<file path="src/rtl/bram_port_arbiter.sv">
// Two-requester arbiter sharing one BRAM port: playback reader (priority) and synth writer,
// with bounded write starvation. Optional contention counter enabled by BRAM_ARB_STATS_EN.
module bram_port_arbiter #(
  parameter int ADDR_W     = 32,
  parameter int DATA_W     = 32,
  parameter int STARVE_MAX = 8,
  parameter int INIT_CYC   = 4
) (
  input  logic                  clk,
  input  logic                  rst,
  input  logic                  rd_req,
  input  logic [ADDR_W-1:0]     rd_addr,
  output logic                  rd_gnt,
  output logic [DATA_W-1:0]     rd_data,
  output logic                  rd_valid,
  input  logic                  wr_req,
  input  logic [ADDR_W-1:0]     wr_addr,
  input  logic [DATA_W-1:0]     wr_data,
  input  logic [DATA_W/8-1:0]   wr_be,
  output logic                  wr_gnt,
  output logic [ADDR_W-1:0]     BRAM_addr,
  output logic [DATA_W-1:0]     BRAM_din,
  output logic                  BRAM_en,
  output logic [DATA_W/8-1:0]   BRAM_we,
  output logic                  BRAM_rst,
  output logic                  BRAM_clk,
  input  logic [DATA_W-1:0]     BRAM_dout,
  output logic [15:0]           conflict_cnt
);

  localparam int BE_W = DATA_W / 8;
  localparam int SW   = $clog2(STARVE_MAX + 1);
  localparam int IW   = (INIT_CYC > 1) ? $clog2(INIT_CYC) : 1;

  typedef enum logic {
    ST_INIT = 1'b0,
    ST_RUN  = 1'b1
  } state_e;

  state_e              state_q, state_d;
  logic [IW-1:0]       init_cnt_q, init_cnt_d;
  logic [SW-1:0]       starve_q, starve_d;
  logic                rd_gnt_c, wr_gnt_c;
  logic                en_q, en_d;
  logic [BE_W-1:0]     we_q, we_d;
  logic [ADDR_W-1:0]   addr_q, addr_d;
  logic [DATA_W-1:0]   din_q, din_d;
  logic [1:0]          rd_pipe_q, rd_pipe_d;
  logic                rd_valid_q, rd_valid_d;
  logic [DATA_W-1:0]   rd_data_q, rd_data_d;

  // NOTE: every signal written here gets a default first, so no path leaves one unassigned (no latches).
  always_comb begin
    state_d    = state_q;
    init_cnt_d = init_cnt_q;
    starve_d   = starve_q;
    rd_gnt_c   = 1'b0;
    wr_gnt_c   = 1'b0;
    en_d       = 1'b0;
    we_d       = '0;
    addr_d     = addr_q;
    din_d      = din_q;

    if (state_q == ST_INIT) begin
      if (init_cnt_q == IW'(INIT_CYC - 1)) begin
        state_d = ST_RUN;
      end else begin
        init_cnt_d = init_cnt_q + IW'(1);
      end
    end else begin
      // Reader wins unless the writer has already lost STARVE_MAX times in a row.
      rd_gnt_c = rd_req && !((starve_q == SW'(STARVE_MAX)) && wr_req);
      wr_gnt_c = wr_req && !rd_gnt_c;

      if (wr_gnt_c || !wr_req) begin
        starve_d = '0;
      end else if (rd_gnt_c) begin
        starve_d = starve_q + SW'(1);
      end

      if (wr_gnt_c) begin
        en_d   = 1'b1;
        we_d   = wr_be;
        addr_d = wr_addr;
        din_d  = wr_data;
      end else if (rd_gnt_c) begin
        en_d   = 1'b1;
        addr_d = rd_addr;
      end
    end

    // Read return: BRAM_en in N+1, BRAM_dout valid in N+2, registered out in N+3.
    rd_pipe_d  = {rd_pipe_q[0], rd_gnt_c};
    rd_valid_d = rd_pipe_q[1];
    rd_data_d  = rd_pipe_q[1] ? BRAM_dout : rd_data_q;
  end

  // NOTE: sequential state uses non-blocking assignments so all registers update together.
  always_ff @(posedge clk or posedge rst) begin
    if (rst) begin
      state_q    <= ST_INIT;
      init_cnt_q <= '0;
      starve_q   <= '0;
      en_q       <= 1'b0;
      we_q       <= '0;
      addr_q     <= '0;
      din_q      <= '0;
      rd_pipe_q  <= '0;
      rd_valid_q <= 1'b0;
      rd_data_q  <= '0;
    end else begin
      state_q    <= state_d;
      init_cnt_q <= init_cnt_d;
      starve_q   <= starve_d;
      en_q       <= en_d;
      we_q       <= we_d;
      addr_q     <= addr_d;
      din_q      <= din_d;
      rd_pipe_q  <= rd_pipe_d;
      rd_valid_q <= rd_valid_d;
      rd_data_q  <= rd_data_d;
    end
  end

  assign rd_gnt    = rd_gnt_c;
  assign wr_gnt    = wr_gnt_c;
  assign rd_valid  = rd_valid_q;
  assign rd_data   = rd_data_q;
  assign BRAM_en   = en_q;
  assign BRAM_we   = we_q;
  assign BRAM_addr = addr_q;
  assign BRAM_din  = din_q;
  assign BRAM_rst  = (state_q == ST_INIT);
  assign BRAM_clk  = clk;

`ifdef BRAM_ARB_STATS_EN
  logic [15:0] conflict_q;

  always_ff @(posedge clk or posedge rst) begin
    if (rst) begin
      conflict_q <= '0;
    end else if ((state_q == ST_RUN) && rd_req && wr_req && (conflict_q != 16'hFFFF)) begin
      conflict_q <= conflict_q + 16'd1;
    end
  end

  assign conflict_cnt = conflict_q;
`else
  assign conflict_cnt = '0;
`endif

endmodule

</file>
<file path="config.mk">
export PLATFORM = sky130hd
export DESIGN_NAME = bram_port_arbiter
export DESIGN_NICKNAME = d
export VERILOG_FILES = /design/src/rtl/bram_port_arbiter.sv
export SDC_FILE = /design/constraint.sdc
export NUM_CORES = 1
export LEC_CHECK = 0
export ABC_AREA = 1
export BUFFER_PORTS_ARGS = -buffer_cell sky130_fd_sc_hd__buf_2
export CELL_PAD_IN_SITES_DETAIL_PLACEMENT = 1
export CELL_PAD_IN_SITES_GLOBAL_PLACEMENT = 1
export CORE_MARGIN = 5
export CORE_UTILIZATION = 25
export CTS_CLUSTER_DIAMETER = 150
export DETAILED_ROUTE_END_ITERATION = 12
export PLACE_DENSITY_LB_ADDON = 0.05
export SLEW_MARGIN = 20
export SYNTH_ARGS = -nofsm -noshare
export SYNTH_HDL_FRONTEND = slang
export SYNTH_SLANG_ARGS = --single-unit
</file>
<file path="constraint.sdc">
create_clock -name clk -period 4.1 [get_ports clk]
set_clock_uncertainty 0.2 [all_clocks]
set_input_delay 0.82 -clock clk [delete_from_list [all_inputs] [get_ports clk]]
set_output_delay 0.82 -clock clk [all_outputs]
set_load 0.03 [all_outputs]
</file>
==> results of run 1 <==
[state kept, by name, summed over array words and instances, names as in the netlist]
register / flops
starve_q: 4
init_cnt_q: 2
state_q: 1
rd_pipe_q: 2
BRAM_en: 1
rd_valid: 1
BRAM_addr: 32
rd_data: 32
BRAM_din: 32
BRAM_we: 4
[final timing paths]
kind                         startpoint      endpoint  cells past startpoint
max in group asynchronous           rst    BRAM_we[1]                      3
min in group asynchronous           rst   BRAM_din[2]                      2
hold / removal             rd_pipe_q[0]  rd_pipe_q[1]                      0
setup reg to reg            starve_q[0]  BRAM_din[28]                     11
hold reg to reg            rd_pipe_q[0]  rd_pipe_q[1]                      0
setup / recovery                    clk      BRAM_clk                      3
[stage by stage]
step / cells / area [um2]
after floorplan: 569 / 5007
after global placement: 1038 / 6347
after detailed placement: 1038 / 6349
after CTS: 1057 / 6728
after global routing: 1057 / 6728
final: 1057 / 6728
[cell usage after synthesis]
library cell | n | share of area [%]
nand4_1 | 1 | 0.13
a21oi_1 | 1 | 0.10
dfrtp_1 | 111 | 56
inv_2 | 1 | 0.076
ha_1 | 3 | 0.76
nand2_4 | 1 | 0.23
nor2_1 | 7 | 0.53
buf_6 | 3 | 0.68
mux2_2 | 30 | 6.8
nand3_1 | 66 | 6.7
o21ai_0 | 2 | 0.20
buf_4 | 17 | 2.6
mux2_1 | 2 | 0.45
xor2_1 | 2 | 0.35
buf_2 | 17 | 1.7
nand2_1 | 201 | 15
xnor2_1 | 1 | 0.18
o21ai_2 | 1 | 0.18
a21boi_0 | 1 | 0.15
inv_1 | 76 | 5.8
nand3_4 | 1 | 0.35
conb_1 | 1 | 0.076
nor2_2 | 1 | 0.13
clkbuf_1 | 7 | 0.53
[cell type report]
cell class                 instances  area share (%)
sequential                       111           41.31
multi-input combinational        337           24.90
timing repair buffer             247           18.82
tap                              265           4.928
clock buffer                      13           4.538
inverter                          77           4.333
clock inverter                     7           1.172
[power by group]
part	switching (W)	internal, W	total [W]
clock	0.000469	0.000613	0.00108
sequential	0.0000643	0.00120	0.00127
combinational	0.000455	0.000204	0.000659
[worst register-to-register path: cells and delay by family (launching register included)]
family	cells	cell delay, ns
and+or+nand+nor	6	0.77
buffers and inverters	4	0.65
DFF	1	0.41
adders and majority gates	1	0.17
[cells by family after synthesis]
group | after synthesis | synth area share (%)
and+or+nand+nor | 278 | 23.28
muxes | 32 | 7.278
other | 1 | 0.07574
buffers and inverters | 121 | 11.35
DFF | 111 | 56.10
adders and majority gates | 3 | 0.7582
xor gates and xnor gates | 3 | 0.5308
AOI/OAI and AO/OA | 5 | 0.6318
[per-layer routing]
layer | GRT usage, % | vias up | wire [um]
met5 | 0 | - | 7
met4 | 5.440 | 2 | 266
met3 | 4.515 | 17 | 1289
met2 | 21.90 | 166 | 7254
met1 | 18.91 | 2023 | 7256
li1 | - | 2116 | -
==> flow_summary_export.csv, run 1 <==
group,metric,value,unit
drt,drtAntennaViolNets,0,
power,power.total,0.003010,W
timing,hold_viol,0,
setup_path,cp_num_buf_inv,3,
synth,ys_warn_count,0,
setup_path,crit_slowest_cell,"buf_2",
finish,layout_common_cells,"buf_2 (241), nand2_1 (201), dfrtp_1 (110)",
floorplan,rows,51,
floorplan,start_util,25.44,%
drt,vias_per_cell,4.091,
synth,synth-seq-area-share,56.10,%
setup_path,rrSetupSlack,1.85,ns
timing,slew_viol_final,0,
grt,grt_pass1_vias,4779,
setup_path,arrival,2.46,ns
synth,synth_area,4951,um2
placed_design,dp_hpwl,11820,um
status,status,"finished, final reports clean",
setup_path,setup.worst_path.end_class,"output port",
finish,final_util,34.57,%
finish,fill_cells,2377,
job,maxCapViolations,0,
timing,holdWs,0.1545,ns
drt,vias,4324,
setup_path,cpMostUsedCell,"clkbuf_16",
timing,setup_viol,0,
grt,antenna_found_initial,1,
finish,syn_to_final_growth,35.89,%
clock_network,cts_resized,0,
timing,tightest_slew,0.7187,ns
synth,synth-seq-cells,111,
synth,syn_inst,554,
drt,drcViolationCount,0,
placed_design,dp_slack,0.8577,ns
synth,avgSynthCellArea,8.937,um2
finish,antenna_cells,0,
drt,wl_per_cell,15.21,um
drt,wl,16070,um
timing,max_slew_margin,52.09,%
setup_path,cp.required,3.08,ns
floorplan,core_area,19460,um2
finish,regArea,2779,um2
setup_path,worstPathCellList,"clkbuf_16, clkbuf_16, buf_2",
finish,layout_commonest_cell,"buf_2",
grt,grt_pass1_wl,25270,um
clock_network,cts_tree,"built",
finish,fin_nets,926,
floorplan,chipWidth,150.7,um
finish,multi_input_area,1675,um2
setup_path,crit_family,"buffers and inverters",
power,ir_drop,0.1635,mV
timing,fin_ws,0.6152,ns
finish,drive_above_1_share,38.38,%
clock_network,cts_hold_buf,0,
timing,tns,0,ns
drt,drtIter0Drc,102,
grt,overflow,0,
grt,grt_max_degree,60,
setup_path,critPathMaxFanout,2,
synth,synth_cell_types,24,
power,cellPowerDensity,447.5,nW/um2
clock_network,clk_latency,0.46,ns
timing,rsz0062_at_grt,"false",
setup_path,path_class,"clk -> out",
floorplan,dieArea,22720,um2
floorplan,ios,258,
placed_design,gp_congestion,0.7853,
power,p_leak,3.855,nW
placed_design,port_buffers,241,
floorplan,die_h,150.7,um
grt,grtUsageTotal,14.31,%
clock_network,cts_setup_buffers,0,
setup_path,critPathLaunchType,"clock port",
setup_path,slowest_delay,0.17,ns
hold_path,hold_path_class,"reg -> reg",
drt,dr.pass1.iters,4,
clock_network,cts.clk_slew.worst_paths,0.08,ns
Note: power is estimated with default switching activity, not from simulation.
==> run 2: changes to the inputs <==
clock period = 3.45 ns   (was 4.1 ns; I/O delays follow)
==> run 2 against run 1 <==
Against the previous run: routed wire length grew 1.9%; sequential share of layout area shrank 0.28 points; via count grew 0.51%; first-iteration DRC count grew 54%; critical path depth is the same.
==> flow_summary_export.csv, run 2 (synthesized netlist as in run 1, its figures left out) <==
group,metric,value,unit
status,status,"finished, final reports clean",
clock_network,cts_hold_buf,0,
grt,grtUsageTotal,14.63,%
setup_path,crit_family,"buffers and inverters",
grt,grt_max_degree,42,
setup_path,arrival,2.14,ns
drt,drt-met1-wl,7338,um
clock_network,cts_setup_buffers,0,
floorplan,start_util,25.44,%
setup_path,rrSetupSlack,1.31,ns
clock_network,cts_resized,0,
hold_path,hold_path_class,"reg -> reg",
floorplan,ios,258,
placed_design,gp_congestion,0.7295,
grt,antenna_found_initial,1,
placed_design,dp_hpwl,12230,um
drt,highest_layer,"met5",
setup_path,critPathMaxFanout,2,
finish,drive_above_1_share,38.36,%
drt,vias_per_cell,4.100,
drt,drtIter0Drc,157,
setup_path,crit_slowest_cell,"buf_2",
floorplan,die_h,150.7,um
drt,drcViolationCount,0,
grt,grt_pass1_wl,25860,um
finish,layout_commonest_cell,"buf_2",
drt,wl_per_cell,15.45,um
setup_path,cpMostUsedCell,"clkbuf_16",
grt,overflow,0,
finish,antenna_cells,0,
drt,met3_length,1299,um
floorplan,dieArea,22720,um2
setup_path,cp.required,2.56,ns
timing,max_slew_margin,38.93,%
drt,dr_wl_met2,7460,um
drt,wl,16370,um
job,maxCapViolations,0,
setup_path,critPathLaunchType,"clock port",
finish,fin_nets,929,
timing,rsz0062_at_grt,"false",
setup_path,path_class,"clk -> out",
setup_path,worstPathCellList,"clkbuf_16, clkbuf_16, buf_2",
floorplan,core_area,19460,um2
finish,final_util,34.79,%
drt,dr.pass1.iters,4,
drt,vias,4346,
hold_path,min_path_cells,0,
grt,grt_pass1_vias,4920,
power,ir_drop,0.1880,mV
drt,drtAntennaViolNets,0,
timing,setup_viol,0,
finish,layout_common_cells,"buf_2 (241), nand2_1 (201), dfrtp_1 (111)",
floorplan,rows,51,
placed_design,post-place-cells,1041,
finish,final_cells,1060,
power,p_leak,3.871,nW
setup_path,cp_num_buf_inv,3,
floorplan,chipWidth,150.7,um
finish,syn_to_final_growth,36.74,%
setup_path,setup.worst_path.end_class,"output port",
power,cellPowerDensity,529.2,nW/um2
setup_path,r2r_cells,11,
timing,tightest_slew,0.9141,ns
timing,tns,0,ns
clock_network,clk_latency,0.46,ns
finish,multi_input_area,1675,um2
timing,hold_viol,0,
clock_network,cts.clk_slew.worst_paths,0.08,ns
timing,slew_viol_final,0,
finish,regArea,2778,um2
clock_network,cts_tree,"built",
finish,fill_cells,2377,
placed_design,port_buffers,241,
setup_path,path_depth,3,
setup_path,slowest_delay,0.17,ns
## run 2: per-layer routing
layer / track usage [%] / vias up
met5: 0 / -
met4: 5.258 / 2
met3: 4.907 / 18
met2: 22.91 / 156
met1: 18.84 / 2045
li1: - / 2125
## run 2: power by group
part / switching [W] / internal (W)
registers: 0.0000698 / 0.00143
clock network: 0.000557 / 0.000726
logic: 0.000550 / 0.000248
total: 0.00118 / 0.00241
## run 2: layout make-up
class | count | share of cell area [%]
clock buffer | 14 | 4.565
sequential | 111 | 41.03
tap | 265 | 4.897
clock inverter | 6 | 1.035
timing repair buffer | 250 | 19.40
multi-input combinational | 337 | 24.75
inverter | 77 | 4.325
## run 2: path summary, 6_finish.rpt
| kind | startpoint | to |
|---|---|---|
| setup / recovery | clk | BRAM_clk |
| hold / removal | rd_pipe_q[0] | rd_pipe_q[1] |
| setup reg to reg | starve_q[0] | BRAM_din[5] |
| hold reg to reg | rd_pipe_q[0] | rd_pipe_q[1] |
| max in group asynchronous | rst | rd_data[25] |
| min in group asynchronous | rst | BRAM_we[2] |
## run 2: metrics by stage
stage	setup slack [ns]	power, W	hold slack (ns)	area, um2
5_1_grt	0.2692	0.003789	0.1762	6770
4_1_cts	0.4143	0.003652	0.1710	6770
3_3_place_gp	0.6811	0.002367	0.1446	6396
2_1_floorplan	0.6900	0.002087	0.1312	5011
6_report	0.4209	0.003583	0.1616	6770
3_5_place_dp	0.6811	0.002380	0.1522	6396
